==> src/rtl/ps2_kbd_tx.sv <==
// PS/2 device-side keyboard transmitter: 4-entry scan-code FIFO feeding an 11-bit framer.
// Define PS2_TX_BREAK_EN to store a break flag per entry and prefix such codes with an 0xF0 frame.
module ps2_kbd_tx #(
    parameter int HALF_PERIOD = 8,
    parameter int GAP_CYCLES  = 16
) (
    input  logic       clk,
    input  logic       resetn,
    input  logic       tx_valid,
    input  logic [7:0] tx_data,
    input  logic       tx_break,
    output logic       tx_ready,
    output logic       ps2_clk,
    output logic       ps2_data,
    output logic       busy,
    output logic [2:0] fifo_count
);

`ifdef PS2_TX_BREAK_EN
    localparam int ENTRY_W = 9;
`else
    localparam int ENTRY_W = 8;
`endif
    localparam logic [7:0] HALF_LAST  = 8'(HALF_PERIOD - 1);
    localparam logic [7:0] GAP_LAST   = 8'(GAP_CYCLES - 1);
    localparam logic [7:0] BREAK_CODE = 8'hF0;
    localparam logic [3:0] STOP_IDX   = 4'd10;

    typedef enum logic [1:0] {
        IDLE     = 2'd0,
        BIT_HIGH = 2'd1,
        BIT_LOW  = 2'd2,
        GAP      = 2'd3
    } state_t;

    // Frame: stop, odd parity, data MSB..LSB, start (bit 0 goes out first).
    function automatic logic [10:0] make_frame(input logic [7:0] code);
        return {1'b1, ~(^code), code, 1'b0};
    endfunction

    state_t             state_q, state_d;
    logic [7:0]         cnt_q, cnt_d;
    logic [3:0]         bit_q, bit_d;
    logic [10:0]        frame_q, frame_d;
    logic [ENTRY_W-1:0] mem_q [4];
    logic [1:0]         wr_ptr_q, rd_ptr_q;
    logic [2:0]         count_q;
    logic               push_s, pop_s;
    logic               ps2_clk_q, ps2_data_q, busy_q;
    logic               ps2_clk_d, ps2_data_d, busy_d;
    logic [ENTRY_W-1:0] head_s, wr_entry_s;

`ifdef PS2_TX_BREAK_EN
    logic               pend_q, pend_d;
    logic [7:0]         pend_code_q, pend_code_d;
    assign wr_entry_s = {tx_break, tx_data};
`else
    logic               unused_break_s;
    assign unused_break_s = tx_break;
    assign wr_entry_s     = tx_data;
`endif

    assign tx_ready   = (count_q != 3'd4);
    assign push_s     = tx_valid && tx_ready;
    assign head_s     = mem_q[rd_ptr_q];
    assign fifo_count = count_q;
    assign ps2_clk    = ps2_clk_q;
    assign ps2_data   = ps2_data_q;
    assign busy       = busy_q;

    // Next-state logic of the framer FSM, including FIFO pop.
    always_comb begin
        state_d = state_q;
        cnt_d   = cnt_q;
        bit_d   = bit_q;
        frame_d = frame_q;
        pop_s   = 1'b0;
`ifdef PS2_TX_BREAK_EN
        pend_d      = pend_q;
        pend_code_d = pend_code_q;
`endif
        case (state_q)
            IDLE: begin
`ifdef PS2_TX_BREAK_EN
                // A pending code after an 0xF0 prefix goes out before the next pop.
                if (pend_q) begin
                    frame_d = make_frame(pend_code_q);
                    pend_d  = 1'b0;
                    state_d = BIT_HIGH;
                    cnt_d   = 8'd0;
                    bit_d   = 4'd0;
                end else if (count_q != 3'd0) begin
                    pop_s   = 1'b1;
                    state_d = BIT_HIGH;
                    cnt_d   = 8'd0;
                    bit_d   = 4'd0;
                    if (head_s[8]) begin
                        frame_d     = make_frame(BREAK_CODE);
                        pend_d      = 1'b1;
                        pend_code_d = head_s[7:0];
                    end else begin
                        frame_d = make_frame(head_s[7:0]);
                    end
                end else begin
                    state_d = IDLE;
                end
`else
                if (count_q != 3'd0) begin
                    pop_s   = 1'b1;
                    frame_d = make_frame(head_s[7:0]);
                    state_d = BIT_HIGH;
                    cnt_d   = 8'd0;
                    bit_d   = 4'd0;
                end else begin
                    state_d = IDLE;
                end
`endif
            end
            BIT_HIGH: begin
                if (cnt_q == HALF_LAST) begin
                    state_d = BIT_LOW;
                    cnt_d   = 8'd0;
                end else begin
                    cnt_d = cnt_q + 8'd1;
                end
            end
            BIT_LOW: begin
                if (cnt_q == HALF_LAST) begin
                    cnt_d = 8'd0;
                    if (bit_q == STOP_IDX) begin
                        state_d = GAP;
                    end else begin
                        bit_d   = bit_q + 4'd1;
                        state_d = BIT_HIGH;
                    end
                end else begin
                    cnt_d = cnt_q + 8'd1;
                end
            end
            GAP: begin
                if (cnt_q == GAP_LAST) begin
                    state_d = IDLE;
                    cnt_d   = 8'd0;
                end else begin
                    cnt_d = cnt_q + 8'd1;
                end
            end
            default: begin
                state_d = IDLE;
                cnt_d   = 8'd0;
                bit_d   = 4'd0;
            end
        endcase
    end

    // Line levels decoded from the current state; registered below so the pins never glitch.
    always_comb begin
        ps2_clk_d  = 1'b1;
        ps2_data_d = 1'b1;
        busy_d     = 1'b0;
        case (state_q)
            BIT_HIGH: begin
                ps2_data_d = frame_q[bit_q];
                busy_d     = 1'b1;
            end
            BIT_LOW: begin
                ps2_clk_d  = 1'b0;
                ps2_data_d = frame_q[bit_q];
                busy_d     = 1'b1;
            end
            GAP: begin
                busy_d = 1'b1;
            end
            default: begin
                busy_d = 1'b0;
            end
        endcase
    end

    // State, FIFO bookkeeping and output registers.
    always_ff @(posedge clk) begin
        if (!resetn) begin
            state_q    <= IDLE;
            cnt_q      <= 8'd0;
            bit_q      <= 4'd0;
            frame_q    <= 11'h7FF;
            wr_ptr_q   <= 2'd0;
            rd_ptr_q   <= 2'd0;
            count_q    <= 3'd0;
            ps2_clk_q  <= 1'b1;
            ps2_data_q <= 1'b1;
            busy_q     <= 1'b0;
`ifdef PS2_TX_BREAK_EN
            pend_q      <= 1'b0;
            pend_code_q <= 8'd0;
`endif
        end else begin
            state_q    <= state_d;
            cnt_q      <= cnt_d;
            bit_q      <= bit_d;
            frame_q    <= frame_d;
            ps2_clk_q  <= ps2_clk_d;
            ps2_data_q <= ps2_data_d;
            busy_q     <= busy_d;
`ifdef PS2_TX_BREAK_EN
            pend_q      <= pend_d;
            pend_code_q <= pend_code_d;
`endif
            if (push_s) begin
                wr_ptr_q <= wr_ptr_q + 2'd1;
            end
            if (pop_s) begin
                rd_ptr_q <= rd_ptr_q + 2'd1;
            end
            case ({push_s, pop_s})
                2'b10:   count_q <= count_q + 3'd1;
                2'b01:   count_q <= count_q - 3'd1;
                default: count_q <= count_q;
            endcase
        end
    end

    // FIFO storage; contents need no reset because count gates every read.
    always_ff @(posedge clk) begin
        if (resetn && push_s) begin
            mem_q[wr_ptr_q] <= wr_entry_s;
        end
    end

endmodule

==> config.mk <==
export PLATFORM = sky130hd
export DESIGN_NAME = ps2_kbd_tx
export DESIGN_NICKNAME = d
export VERILOG_FILES = /design/src/rtl/ps2_kbd_tx.sv
export SDC_FILE = /design/constraint.sdc
export NUM_CORES = 1
export LEC_CHECK = 0
export BUFFER_PORTS_ARGS = -buffer_cell sky130_fd_sc_hd__buf_2
export CAP_MARGIN = 20
export CORE_MARGIN = 5
export CORE_UTILIZATION = 50
export DETAILED_ROUTE_END_ITERATION = 16
export PLACE_DENSITY = 0.68
export SLEW_MARGIN = 40
export SYNTH_ARGS = -nofsm -noshare
export SYNTH_HDL_FRONTEND = slang
export SYNTH_SLANG_ARGS = --single-unit
==> constraint.sdc <==
create_clock -name clk -period 6.9 [get_ports clk]
set_input_delay 1.38 -clock clk [delete_from_list [all_inputs] [get_ports clk]]
set_output_delay 1.38 -clock clk [all_outputs]
set_load 0.02 [all_outputs]
== After elaboration in Yosys (flattened, before gate mapping) ==
Memories as Yosys holds them, arrays and structs flattened. A register that Yosys moved wholly into a read port is not among the register bits.
Cells that the tools add are included.
Word-level totals
  input bits: 12
  memories: 1
  output and inout bits: 7
  bits in writable memories: 32
  register bits: 34
  word-level logic and storage cells: 71
Memory list
  mem_q: depth 4, width 8, read ports 1, clocked after memory_dff 1, write ports 1, RTL line 45  | logic [ENTRY_W-1:0] mem_q [4];
Operators by class
  equality and inequality tests: 14
  reduce and logical (&&, ||, !) cells: 13
  bitwise operators: 1
  $add $sub $neg: 6
  muxes and demuxes: 25
  $lt $le $gt $ge: 1
Operator list (number)
  2-to-1 mux 8 bit: 3
  case mux 8 bit (3 select lines): 1
  2-to-1 mux 2 bit: 6
  2-to-1 mux 4 bit: 3
  inequality test 2 bit (second input constant): 5
  adder 8 x 1 -> 8 bit (second input constant): 1
  == test 8 x 3 -> 1 bit (second input constant): 1
  == test 8 x 4 -> 1 bit (second input constant): 1
  2-to-1 mux 1 bit: 8
  case mux 2 bit (4 select lines): 1
  case mux 4 bit (2 select lines): 1
  parity 8 bit: 1
  == test 2 bit (second input constant): 3
  case mux 3 bit (2 select lines): 1
  less-than comparator 4 x 5 -> 1 bit (second input constant): 1
  adder 2 x 1 -> 2 bit (second input constant): 2
  adder 4 x 1 -> 4 bit (second input constant): 1
  binary-select mux 1 bit (select 4 bit): 1
  == test 2 x 1 -> 1 bit (second input constant): 2
  == test 4 bit (second input constant): 1
  AND reduction 2 bit: 2
  AND reduction 4 bit: 1
  nonzero test 2 bit: 2
  adder 3 x 1 -> 3 bit (second input constant): 1
  other kinds (9): 10

== Depth between registers and ports, before layout ==
  depth after elaboration: 5
  mapped depth: 10
  gate-level depth less buffers: 9

== Worst setup path before layout ==
Ideal clock, no wire load.
  path type: in2reg
  start: input tx_valid
  end: register count_q[2] (netlist: fifo_count[2])
  setup time: 0.076 ns
  path buffers: 1
  required time: 6.824 ns
  arrival time: 2.905 ns
  slack: 3.920 ns
  stages on the path: 8
  path through: and2_1 clkbuf_1 inv_1 ha_1 fa_1 xnor2_1 or3_1 a21boi_0
On the way
  word-level cells in the longest chain between the ends: 3
  elaborated cells between the ends (all ways): 5
  classes of those cells: eq/ne: 2; mux: 1; reduce/logical: 2
Ends and longest elaborated chain
  start, declared: RTL line 9  | input logic tx_valid,
  logical AND 1 bit *: RTL line 64  | assign push_s = tx_valid && tx_ready;
  == test 2 x 1 -> 1 bit / == test 2 bit (equally long branches): RTL line 215  | case ({push_s, pop_s})
  case mux 3 bit (2 select lines) / nonzero test 2 bit (equally long branches)
  end signal, assigned: RTL line 216  | 2'b10: count_q <= count_q + 3'd1;
  end signal, assigned: RTL line 217  | 2'b01: count_q <= count_q - 3'd1;
  end signal, assigned: RTL line 218  | default: count_q <= count_q;
  end, declared: RTL line 47  | logic [2:0] count_q;
Every way passes the cells marked *; elsewhere a longest branch is shown, timed or not.
A chain may end at the register's enable or synchronous reset.

== Worst setup path after layout ==
  start: register state_q[0]
  end: register count_q[2] (netlist: fifo_count[2])
On the way
  word-level cells in the longest chain between the ends: 4
  elaborated cells between the ends (all ways): 6
  classes of those cells: eq/ne: 2; mux: 2; reduce/logical: 2
Ends and longest elaborated chain
  start, declared: RTL line 41  | state_t state_q, state_d;
  start signal, assigned: RTL line 198  | state_q <= state_d;
  logical NOT 2 bit *: RTL line 82  | case (state_q)
  2-to-1 mux 1 bit *: RTL line 82
  named net pop_s: RTL line 48  | logic push_s, pop_s;
  == test 2 x 1 -> 1 bit / == test 2 bit (equally long branches): RTL line 215
  case mux 3 bit (2 select lines) / nonzero test 2 bit (equally long branches)
The timed path passes the listed nets; every way through them passes the cells marked *.

==> results.tsv <==
stage	metric	value	unit
outcome	result of the run	completed	
routing	remaining design rule violation count	0	
yosys	Syn Nets	281	
clock_network	number of buffers between clock root and the deepest sink	2	
grt	initial antenna violation count	0	
timing	Setup Skew	8.84	ps
routing	number of iterations in the first detailed-routing pass	4	
die	Die X-Extent	87.9	um
setup_path	register-to-register setup slack	3910	ps
setup_path	critical path class	flip-flop to flip-flop	
hold_path	worst min-delay path category	flip-flop to flip-flop	
layout	diode insertion count for antenna repair	0	
yosys	number of warnings issued by yosys	0	
clock_network	clock latency on the worst-skew pair	340	ps
routing	average wire per cell in the routed design	14.1	um
routing	number of DRC violations after detailed-routing iteration 0	85	
timing	setup violation total in the final timing report	0	
clock_network	H-tree depth	3	
placement	Final GP Congestion	0.727	
yosys	number of instances in the synthesized netlist	255	
die	Core Rows	28	
placement	quantity of I/O buffers inserted on ports	17	
routing	number of antenna-violating nets in the routed design	0	
routing	Total Wirelength	4980	um
power_and_ir_drop	Max rail drop VDD	0.223	mV
setup_path	Required @ worst endpoint	7170	ps
grt	largest net degree at the start of global routing	38	
die	floorplan core area	0.00592	mm^2
timing	part of the cycle the worst path needs	0.433	
grt	first-pass GRT wire length	8690	um
yosys	synthesized area	0.00303	mm^2
die	Starting Density	0.512	
placement	total placed cells including tap cells	338	
die	die area	0.00772	mm^2
routing	via density per instance	5.21	
die	# IOs	19	
clock_network	clock slew at the register clock pins of the worst setup and hold paths	80	ps
layout	final-stage net count	300	
layout	Area Overhead vs Synth	12.4	%
timing	Worst Tran Pin Value	557	ps
yosys	post-synthesis register bit count	68	
yosys	async set-or-reset flop fraction in the synthesized netlist	0	
grt	vias in the first global route	1780	
layout	final standard cell utilization of the core	0.575	
setup_path	WP data arrival	3260	ps
layout	leading cell types in the layout, fill and taps excluded	36 x sky130_fd_sc_hd__dfxtp_1, 34 x sky130_fd_sc_hd__nand2_1, 32 x sky130_fd_sc_hd__edfxtp_1	
yosys	Synth Area per Inst	11.9	um^2
timing	final critical-path required period	2990	ps
clock_network	CTS resizes	0	
layout	number of filler cells placed in the layout	485	
power_and_ir_drop	power per cell area	394	mW/mm^2
yosys	leading register cell type out of synthesis	sky130_fd_sc_hd__dfxtp_1	
placement	HPWL after detailed placement	3270	um
timing	fin. max-slew vios	0	
layout	fraction of layout instances using a drive strength above 1	0.183	
clock_network	TritonCTS clock tree	built	
die	Chip Height	87.9	um
yosys	Unique masters post-synth	45	
timing	setup repair after global routing missed its margin	false	
timing	Hold Violations, Final	0	
layout	post-route non-filler standard cell count	354	
job	max capacitance violation total	0	
setup_path	critical path peak fanout	14	
power_and_ir_drop	total chip power	1340	uW
yosys	number of flops mapped to enable cells by yosys	32	
clock_network	CTS Buf Count	9	
clock_network	post-CTS setup buffers	0	
timing	worst-case headroom to the max-slew limit	0.627	
clock_network	post-cts hold buffer count	0	
layout	leading cell type in the layout, fill and taps excluded	sky130_fd_sc_hd__dfxtp_1	
setup_path	Critical Path Start Type	flip-flop	
routing	via count of the routed design	1844	
setup_path	nature of the critical path endpoint	flip-flop	
timing	WHS	454	ps
yosys	share of the yosys chip area belonging to registers	0.555	
clock_network	number of clock sinks	68	
power_and_ir_drop	cell leakage power	0.00126	uW
timing	Fmax	0.335	GHz
grt	remaining global-route overflow	0	
clock_network	buffer cell driving the clock tree root	sky130_fd_sc_hd__clkbuf_8	
timing	final-layout setup total negative slack	0	ps
grt	global-route usage over all layers	0.148	
[sequential cells by signal (all words and copies together) (netlist names), named ones only]
signal and cells:
frame_q 10, ps2_clk 1, cnt_q 8, bit_q 4
state_q 2, busy 1, mem_q 32, rd_ptr_q 2
ps2_data 1, fifo_count 3, wr_ptr_q 2
[stage by stage]
step | area [um^2] | setup slack [ps]
floorplan | 3030 | 3920
global placement | 3170 | 3850
detailed placement | 3170 | 3820
CTS | 3400 | 3920
global route | 3410 | 3590
finish | 3410 | 3910
[critical path: stages, from the launching register on]
cell,delay [ps]
sky130_fd_sc_hd__dfxtp_1,390
sky130_fd_sc_hd__inv_1,120
sky130_fd_sc_hd__ha_1,270
sky130_fd_sc_hd__nand2b_1,410
sky130_fd_sc_hd__clkinv_1,400
sky130_fd_sc_hd__ha_1,340
sky130_fd_sc_hd__fa_1,380
sky130_fd_sc_hd__xnor2_1,150
sky130_fd_sc_hd__or3_1,310
sky130_fd_sc_hd__a21boi_0,170
[power breakdown]
part / total (uW) / internal [uW] / switching (uW)
clock: 368 / 206 / 162
sequential: 542 / 485 / 56.5
combinational: 433 / 207 / 226
[area by class of cell]
type	instances	area, um^2	area share
clock buffer	9	124	0.0364
clock inverter	7	98.8	0.0290
inverter	10	37.5	0.0110
multi-input combinational	168	1280	0.377
sequential	68	1680	0.494
tap	75	93.8	0.0276
timing repair buffer	17	85.1	0.0250
[final timing paths]
path / start / endpoint / cells past startpoint
max: state_q[0] / fifo_count[2] / 9
min: frame_q[0] / frame_q[0] / 2
max reg2reg: state_q[0] / fifo_count[2] / 9
min reg2reg: frame_q[0] / frame_q[0] / 2
[logic make-up after synthesis]
family	count (synthesis)	share of synthesized area
mux	13	0.0842
xor+xnor	15	0.0434
compound gates	34	0.0780
fa+ha+maj	14	0.0603
buf+inv	19	0.0239
simple gates	92	0.155
flops	68	0.555
[metal layers]
layer / vias to the layer above / share of wire / GRT usage
li1: 944 / - / -
met1: 874 / 0.48 / 0.193
met2: 19 / 0.48 / 0.227
met3: 7 / 0.033 / 0.0536
met4: 0 / 0.015 / 0.0586
met5: - / 0 / 0
[cells in the mapped netlist (2+ instances only)]
library cell	count	area (um^2)
sky130_fd_sc_hd__inv_1	9	33.8
sky130_fd_sc_hd__o21ai_0	12	60.1
sky130_fd_sc_hd__nand3_1	11	55.1
sky130_fd_sc_hd__nor2b_1	4	25.0
sky130_fd_sc_hd__or3_1	2	12.5
sky130_fd_sc_hd__nand2_1	34	128
sky130_fd_sc_hd__nor3_1	4	20.0
sky130_fd_sc_hd__and3_1	4	25.0
sky130_fd_sc_hd__nand3b_1	2	15.0
sky130_fd_sc_hd__edfxtp_1	32	961
sky130_fd_sc_hd__clkbuf_1	7	26.3
sky130_fd_sc_hd__mux2i_1	3	30.0
sky130_fd_sc_hd__mux4_2	10	225
sky130_fd_sc_hd__o21a_1	2	15.0
sky130_fd_sc_hd__ha_1	13	163
sky130_fd_sc_hd__xnor2_1	14	123
sky130_fd_sc_hd__and2_1	8	50.1
sky130_fd_sc_hd__nor2_1	12	45.0
sky130_fd_sc_hd__or2_2	2	12.5
sky130_fd_sc_hd__dfxtp_1	36	721
sky130_fd_sc_hd__nand2b_1	2	12.5
sky130_fd_sc_hd__a21boi_0	7	52.6
sky130_fd_sc_hd__a21boi_1	3	22.5
Note: power is estimated with default switching activity, not from simulation.
